### src/rtl/ram_bytewrite_initiator.sv
// Byte-write RAM initiator: core load/store requests to word address, lane enables, load extract.
// Optional build macro RAM_DOUT_REG_EN adds a WAIT state for RAMs with a registered read port.
module ram_bytewrite_initiator #(
    parameter int ADDR_WIDTH = 12
) (
    input  logic                  clk,
    input  logic                  rst,
    input  logic                  req_valid,
    output logic                  req_ready,
    input  logic                  req_we,
    input  logic [1:0]            req_size,
    input  logic                  req_signed,
    input  logic [31:0]           req_addr,
    input  logic [31:0]           req_wdata,
    output logic                  rsp_valid,
    output logic [31:0]           rsp_rdata,
    output logic                  rsp_err,
    output logic [3:0]            ram_we,
    output logic [ADDR_WIDTH-1:0] ram_addr,
    output logic [31:0]           ram_din,
    input  logic [31:0]           ram_dout
);

    typedef enum logic [1:0] {
        IDLE  = 2'd0,
        ISSUE = 2'd1,
        WAIT  = 2'd2,
        RESP  = 2'd3
    } state_t;

    state_t                state_q, state_d;
    logic [3:0]            ram_we_q, ram_we_d;
    logic [ADDR_WIDTH-1:0] ram_addr_q, ram_addr_d;
    logic [31:0]           ram_din_q, ram_din_d;
    logic [1:0]            off_q, off_d;
    logic [1:0]            size_q, size_d;
    logic                  sgn_q, sgn_d;
    logic                  we_q, we_d;
    logic                  err_q, err_d;

    logic [3:0]  lane_we;
    logic [31:0] lane_din;
    logic        req_err;
    logic [31:0] shifted;
    logic [31:0] ext;

    // Address bits above the RAM window are intentionally dropped (wrap).
    logic unused_addr;
    assign unused_addr = ^req_addr[31:ADDR_WIDTH+2];

    // Decode the incoming request into lane enables, replicated data and error.
    always_comb begin
        lane_we  = 4'b0000;
        lane_din = req_wdata;
        req_err  = 1'b0;
        unique case (req_size)
            2'd0: begin
                lane_we  = 4'b0001 << req_addr[1:0];
                lane_din = {4{req_wdata[7:0]}};
            end
            2'd1: begin
                req_err  = req_addr[0];
                lane_we  = req_addr[1] ? 4'b1100 : 4'b0011;
                lane_din = {2{req_wdata[15:0]}};
            end
            2'd2: begin
                req_err  = |req_addr[1:0];
                lane_we  = 4'b1111;
                lane_din = req_wdata;
            end
            default: begin
                req_err = 1'b1;
            end
        endcase
        if (req_err || !req_we) begin
            lane_we = 4'b0000;
        end
    end

    // Next-state logic; request attributes are captured on the accept cycle.
    always_comb begin
        state_d    = state_q;
        ram_we_d   = ram_we_q;
        ram_addr_d = ram_addr_q;
        ram_din_d  = ram_din_q;
        off_d      = off_q;
        size_d     = size_q;
        sgn_d      = sgn_q;
        we_d       = we_q;
        err_d      = err_q;
        unique case (state_q)
            IDLE: begin
                if (req_valid) begin
                    state_d    = ISSUE;
                    ram_addr_d = req_addr[ADDR_WIDTH+1:2];
                    ram_din_d  = lane_din;
                    ram_we_d   = lane_we;
                    off_d      = req_addr[1:0];
                    size_d     = req_size;
                    sgn_d      = req_signed;
                    we_d       = req_we;
                    err_d      = req_err;
                end
            end
            ISSUE: begin
                ram_we_d = 4'b0000;
`ifdef RAM_DOUT_REG_EN
                state_d  = WAIT;
`else
                state_d  = RESP;
`endif
            end
`ifdef RAM_DOUT_REG_EN
            WAIT: begin
                state_d = RESP;
            end
`endif
            RESP: begin
                state_d = IDLE;
            end
            default: begin
                state_d  = IDLE;
                ram_we_d = 4'b0000;
            end
        endcase
    end

    // State and captured-request registers; reset also aborts an in-flight write.
    always_ff @(posedge clk or posedge rst) begin
        if (rst) begin
            state_q    <= IDLE;
            ram_we_q   <= 4'b0000;
            ram_addr_q <= '0;
            ram_din_q  <= 32'd0;
            off_q      <= 2'd0;
            size_q     <= 2'd0;
            sgn_q      <= 1'b0;
            we_q       <= 1'b0;
            err_q      <= 1'b0;
        end else begin
            state_q    <= state_d;
            ram_we_q   <= ram_we_d;
            ram_addr_q <= ram_addr_d;
            ram_din_q  <= ram_din_d;
            off_q      <= off_d;
            size_q     <= size_d;
            sgn_q      <= sgn_d;
            we_q       <= we_d;
            err_q      <= err_d;
        end
    end

    // Align the addressed lane to bit 0 and extend it per the captured size/sign.
    always_comb begin
        shifted = ram_dout >> {off_q, 3'b000};
        unique case (size_q)
            2'd0:    ext = {{24{sgn_q & shifted[7]}}, shifted[7:0]};
            2'd1:    ext = {{16{sgn_q & shifted[15]}}, shifted[15:0]};
            default: ext = shifted;
        endcase
    end

    assign req_ready = (state_q == IDLE);
    assign rsp_valid = (state_q == RESP);
    assign rsp_err   = rsp_valid & err_q;
    assign rsp_rdata = (rsp_valid && !we_q && !err_q) ? ext : 32'd0;
    assign ram_we    = ram_we_q;
    assign ram_addr  = ram_addr_q;
    assign ram_din   = ram_din_q;

endmodule

### config.mk
export PLATFORM = sky130hd
export DESIGN_NAME = ram_bytewrite_initiator
export DESIGN_NICKNAME = d
export VERILOG_FILES = /design/src/rtl/ram_bytewrite_initiator.sv
export SDC_FILE = /design/constraint.sdc
export NUM_CORES = 1
export LEC_CHECK = 0
export BUFFER_PORTS_ARGS = -buffer_cell sky130_fd_sc_hd__clkbuf_2
export CORE_MARGIN = 10
export CORE_UTILIZATION = 45
export DETAILED_ROUTE_END_ITERATION = 16
export MAX_ROUTING_LAYER = met4
export PLACE_DENSITY = 0.77
export SLEW_MARGIN = 20
export SYNTH_ARGS = -nofsm -noshare
export SYNTH_HDL_FRONTEND = slang
export SYNTH_SLANG_ARGS = --single-unit
### constraint.sdc
create_clock -name clk -period 3.1 [get_ports clk]
set_input_delay 0.31 -clock clk [delete_from_list [all_inputs] [get_ports clk]]
set_output_delay 0.31 -clock clk [all_outputs]
set_load 0.005 [all_outputs]
# --- Yosys cells after proc, flatten, opt, wreduce, memory -nomap -nowiden ---
# Index checks and enable logic that the tools add are counted.
word_totals:
  out_inout_bits: 83
  ff_bits: 57
classes:
  eq_ne: 6
  bitwise: 4
  shift: 2
  mux: 11
  reduce_logical: 12
ops:
  columns: ["operator", "n"]
  rows:
  - ["32-bit case mux with 2 select lines", 2]
  - ["32-bit two-way mux", 1]
  - ["32-bit by 5-bit right shift with 32-bit output", 1]
  - ["4-bit two-way mux", 3]
  - ["4-bit case mux with 3 select lines", 1]
  - ["4-bit case mux with 2 select lines", 1]
  - ["2-bit by 1-bit equality test with 1-bit output, second input constant", 3]
  - ["2-bit logical NOT", 3]
  - ["2-bit equality test, second input constant", 2]
  - ["2-bit case mux with 2 select lines", 1]
  - ["2-bit AND reduction", 2]
  - ["1-bit by 2-bit << shifter with 4-bit output, first input constant", 1]
  - ["1-bit bitwise AND", 3]
  - ["1-bit logical NOT", 3]
  - ["1-bit case mux with 3 select lines", 1]
  - ["1-bit logical AND", 2]
  - ["2-bit two-way mux", 1]
  - ["2-bit inequality test, second input constant", 1]
  - ["2-bit OR reduction", 1]
  - ["1-bit logical OR", 1]
  - ["1-bit NOT", 1]

# --- Logic depth before layout (Yosys ltp) ---
depth:
  ltp_word: 6
  depth_mapped: 6
  depth_no_buf: 4

# --- Worst setup path before layout ---
# Ideal clock, no wire load.
synth_path:
  path_type: "reg2out"
  from: "register err_q"
  to: "output port rsp_rdata[16]"
  path_stages_with_launch: 5
  n_path_buf: 1
  required_time_ns: 2.790
  slack_ns: 1.459
  arrival_time_ns: 1.331
  cell_sequence: "dfrtp_1 > nand4bb_2 > or3b_1 > buf_2 > o21ai_0"
synth_between:
  elab_chain_cells: 3
synth_rtl:
  columns: ["element", "line", "text"]
  rows:
  - ["start: declaration", "39", "logic err_q, err_d;"]
  - ["start signal: assignment", "149", "err_q <= err_d;"]
  - ["1-bit logical NOT", "166", "assign rsp_rdata = (rsp_valid && !we_q && !err_q) ? ext : 32'd0;"]
  - ["1-bit logical AND", "166", null]
  - ["32-bit two-way mux", "166", null]
  - ["end: declaration", "16", "output logic [31:0] rsp_rdata,"]
# No other way between the ends.

# --- Worst setup path after layout ---
layout_path:
  from: "register off_q[1]"
  to: "output port rsp_rdata[30]"
layout_between:
  elab_chain_cells: 4
  elab_cells_between_ends: 5
  classes_between: "shift (1); mux (2); bitwise (2)"
layout_rtl:
  columns: ["element", "line", "text"]
  rows:
  - ["start: declaration", "35", "logic [1:0] off_q, off_d;"]
  - ["start signal: assignment", "135", "off_q <= 2'd0;"]
  - ["start signal: assignment", "145", "off_q <= off_d;"]
  - ["32-bit by 5-bit right shift with 32-bit output (*)", "155", "shifted = ram_dout >> {off_q, 3'b000};"]
  - ["1-bit bitwise AND, on equally long branches", "158, 157", null]
  - ["32-bit case mux with 2 select lines (*)", "156", "unique case (size_q)"]
  - ["32-bit two-way mux (*)", "166", null]
# Mark *: on every way between the ends. The rest lies on a longest branch, timed or not.

==> impl_results.md <==
* Final setup margin at roughly 0.34 ns
* Number of I/O pins at about 190
* Worst-Skew Late Latency at 0.33 ns
* Relative slew slack at 0.4847
* Post-Syn Area per Cell at 8.535 sq um
* Clock transition at path regs at 0.07 ns
* HP Class: primary input to async pin
* Max-Cap Viols at 0
* Final period util at 0.8919
* Rows at 31
* First-pass GRT wire length at 16.79 mm
* Synth Flop Type: dfrtp_1
* Crit Path Category: flop to output pin
* Die Width at 105.7 um
* Switching power at 1395 uW
* Share of post-route cells with drive strength above 1 at 0.3675
* Mapped Area at about 0.0033 sq mm
* Final hold slack at about 0.071 ns
* Crit path depth at 5
* Worst Setup Start Kind: flop
* FF-to-FF path depth at 5
* PostCTS Resize Cnt at 0
* Clock root cell: clkbuf_8
* Logic pwr share at 0.437
* Hold-fix buffers at CTS at 0
* TritonRoute pass-1 iters at 4
* Clock Skew at 0.006393 ns
* Slowest cell delay on critical path at 0.80 ns
* CTS tree: yes
* Clock power frac at 0.170
* Seq cells post-synth at 57
* CP max-delay cell: dfrtp_1
* Fillers at 658
* Final hold vios at 0
* Largest net degree at the start of global routing at 35
* Worst Max-Slew Pin Slew at 0.7729 ns
* Area of the multi-input gates at 0.001715 sq mm
* Antenna viol nets, final at 0
* CP top delay family: flip-flops
* Core area at 0.007176 sq mm
* Leak Pwr at 0.002333 uW
* Commonest non-fill, non-tap cell in the layout: clkbuf_2
* Pwr dens at 790.7 mW/mm^2
* Die H at 105.7 um
* CP Cell Sequence: mux2i_4 -> mux2i_1 -> o211ai_2 -> o21ai_0 -> clkbuf_2
* Post-CTS Setup Bufs at 0
* Syn-to-layout area delta at 30.95%
* RSZ-0062 raised after global routing: no
* DR vias at 3,292
* Initial Util at 0.4603
* Post-synthesis sequential area ratio at 0.4318
* Worst EP required at about 2.8 ns
* Switch share at 0.4078
* CTS Buf Count at 9
* Full die area at 0.01117 sq mm
* Placer Congestion at around 0.87
* Final nets at about 650
* Peak supply drop at between 0.4 and 0.5 mV
* WL met3 at ~930 um
* FF+latch area at 0.001426 sq mm
* CP max FO at 16
* Status: completed
* IO buf count at 167
* Routed WL per cell at 16.06 um
* Synth Net Count at 490
* Detailed Place HPWL at 8.200 mm
* Asr flop ratio synth at 1.000
* Flop pwr share at 0.393
* TNS Setup at 0 ns
* RR Startpoint: state_q[1]$_DFFE_PP0N_
* DRT met1 WL at 4.252 mm
* Fin crit period at 2.765 ns
* Cells after Synth at 387
* Final Slew Violations at 0
* Core Util, Final at 0.6028
* Grt ovf at 0
* EDFF count, synth at 0
* P_int at between 2000 and 2500 uW
* CTS Buffer Depth at 2
* Achievable frequency at 361.7 MHz
* Sink Count at 57
* Arrival @ worst endpoint at 2.45 ns
* Initial antenna violation count at 0
* Setup violations, final at 0
* Buf+Inv Stages, Crit Path at 1
* Avg Vias per Cell at 5.096
* Critical Path Source: off_q[1]$_DFFE_PP0P_
* WL met2 at 4.992 mm
* Yosys warnings at 0
* CTS H-tree lvls at 3
* Vias in the first global route at between 3,000 and 4,000
* Total Wirelength at 10.38 mm
* GRT Total Usage at 0.1865
* First DRT Iteration DRCs at roughly 100
* DRC at 0
* Netlist cell types at 36
* Crit. End Element: output pin
* Ant diodes at 0
* Most frequent cells in the layout: 167 x clkbuf_2, 116 x nand2_1, 57 x dfrtp_1
* Place WS at 0.6974 ns
* Highest routed layer: met4
power groups by stage:
stage	clock (uW)	combinational, uW	sequential, uW
final	583	1490	1340
after global routing	630	1700	1400
after floorplan	0	956	1290
after detailed placement	0	1520	1350
after global placement	0	1480	1340
after CTS	601	1530	1350
per-layer routing:
metal,global-route usage,up-vias
li1,-,1621
met5,-,-
met3,0.07004,15
met2,0.3017,126
met4,0.06770,0
met1,0.2062,1530
path summary, 6_finish.rpt:
path,end,slack (ns)
max in group asynchronous,ram_addr[5]$_DFFE_PP0P_,2.23
min in group clk,ram_addr[8]$_DFFE_PP0P_,0.17
hold reg to reg,we_q$_DFFE_PP0P_,0.47
setup reg to reg,ram_we[1]$_DFFE_PP0P_,1.43
hold / removal,ram_addr[0]$_DFFE_PP0P_,0.07
setup / recovery,rsp_rdata[30],0.34
metrics by stage:
| stage | total power [uW] | cells | instance area [sq um] |
|---|---|---|---|
| 5_1_grt | 3728 | 646 | 4325 |
| 6_report | 3420 | 646 | 4325 |
| 2_1_floorplan | 2243 | 387 | 3303 |
| 3_3_place_gp | 2816 | 630 | 4161 |
| 3_5_place_dp | 2876 | 630 | 4161 |
| 4_1_cts | 3472 | 646 | 4325 |
sequential cells by signal, summed over array words and instances, names as in the netlist:
register  cells
err_q         1
sgn_q         1
ram_din      32
ram_we        4
size_q        2
off_q         2
ram_addr     12
we_q          1
state_q       2
kinds of logic (layout without fill, tap and decap cells):
family	after synthesis	in the layout	synth area share
AND/OR/NAND/NOR	168	168	0.2182
flip-flops	57	57	0.4318
AO/OA/AOI/OAI	84	84	0.1538
multiplexers	45	45	0.1439
XOR/XNOR	1	1	0.002652
buffers and inverters	32	192	0.04962
cell usage after synthesis, types with 2 or more instances:
master    number  area (sq um)
a21oi_1        9         45.04
o211ai_2       2         25.02
dfrtp_1       57          1426
clkbuf_1       8         30.03
buf_6          2         22.52
buf_4          2         15.01
o21ai_0       44         220.2
a211oi_1      22         165.2
buf_2         17         85.08
nor2b_1        8         50.05
nand2b_1       2         12.51
a22o_1         2         17.52
mux2i_1       43         430.4
inv_1          2         7.510
nand2_1      117         439.2
nor2_1        29         108.9
nor3b_1        2         15.01
layout make-up:
type,count,area share
well taps,99,0.02864
clock inverters,5,0.007521
repair buffers,174,0.2054
multi-input cells,298,0.3966
clock buffers,11,0.03037
flip-flops and latches,57,0.3298
inverters,2,0.001736
(Power assumes the default switching activity.)
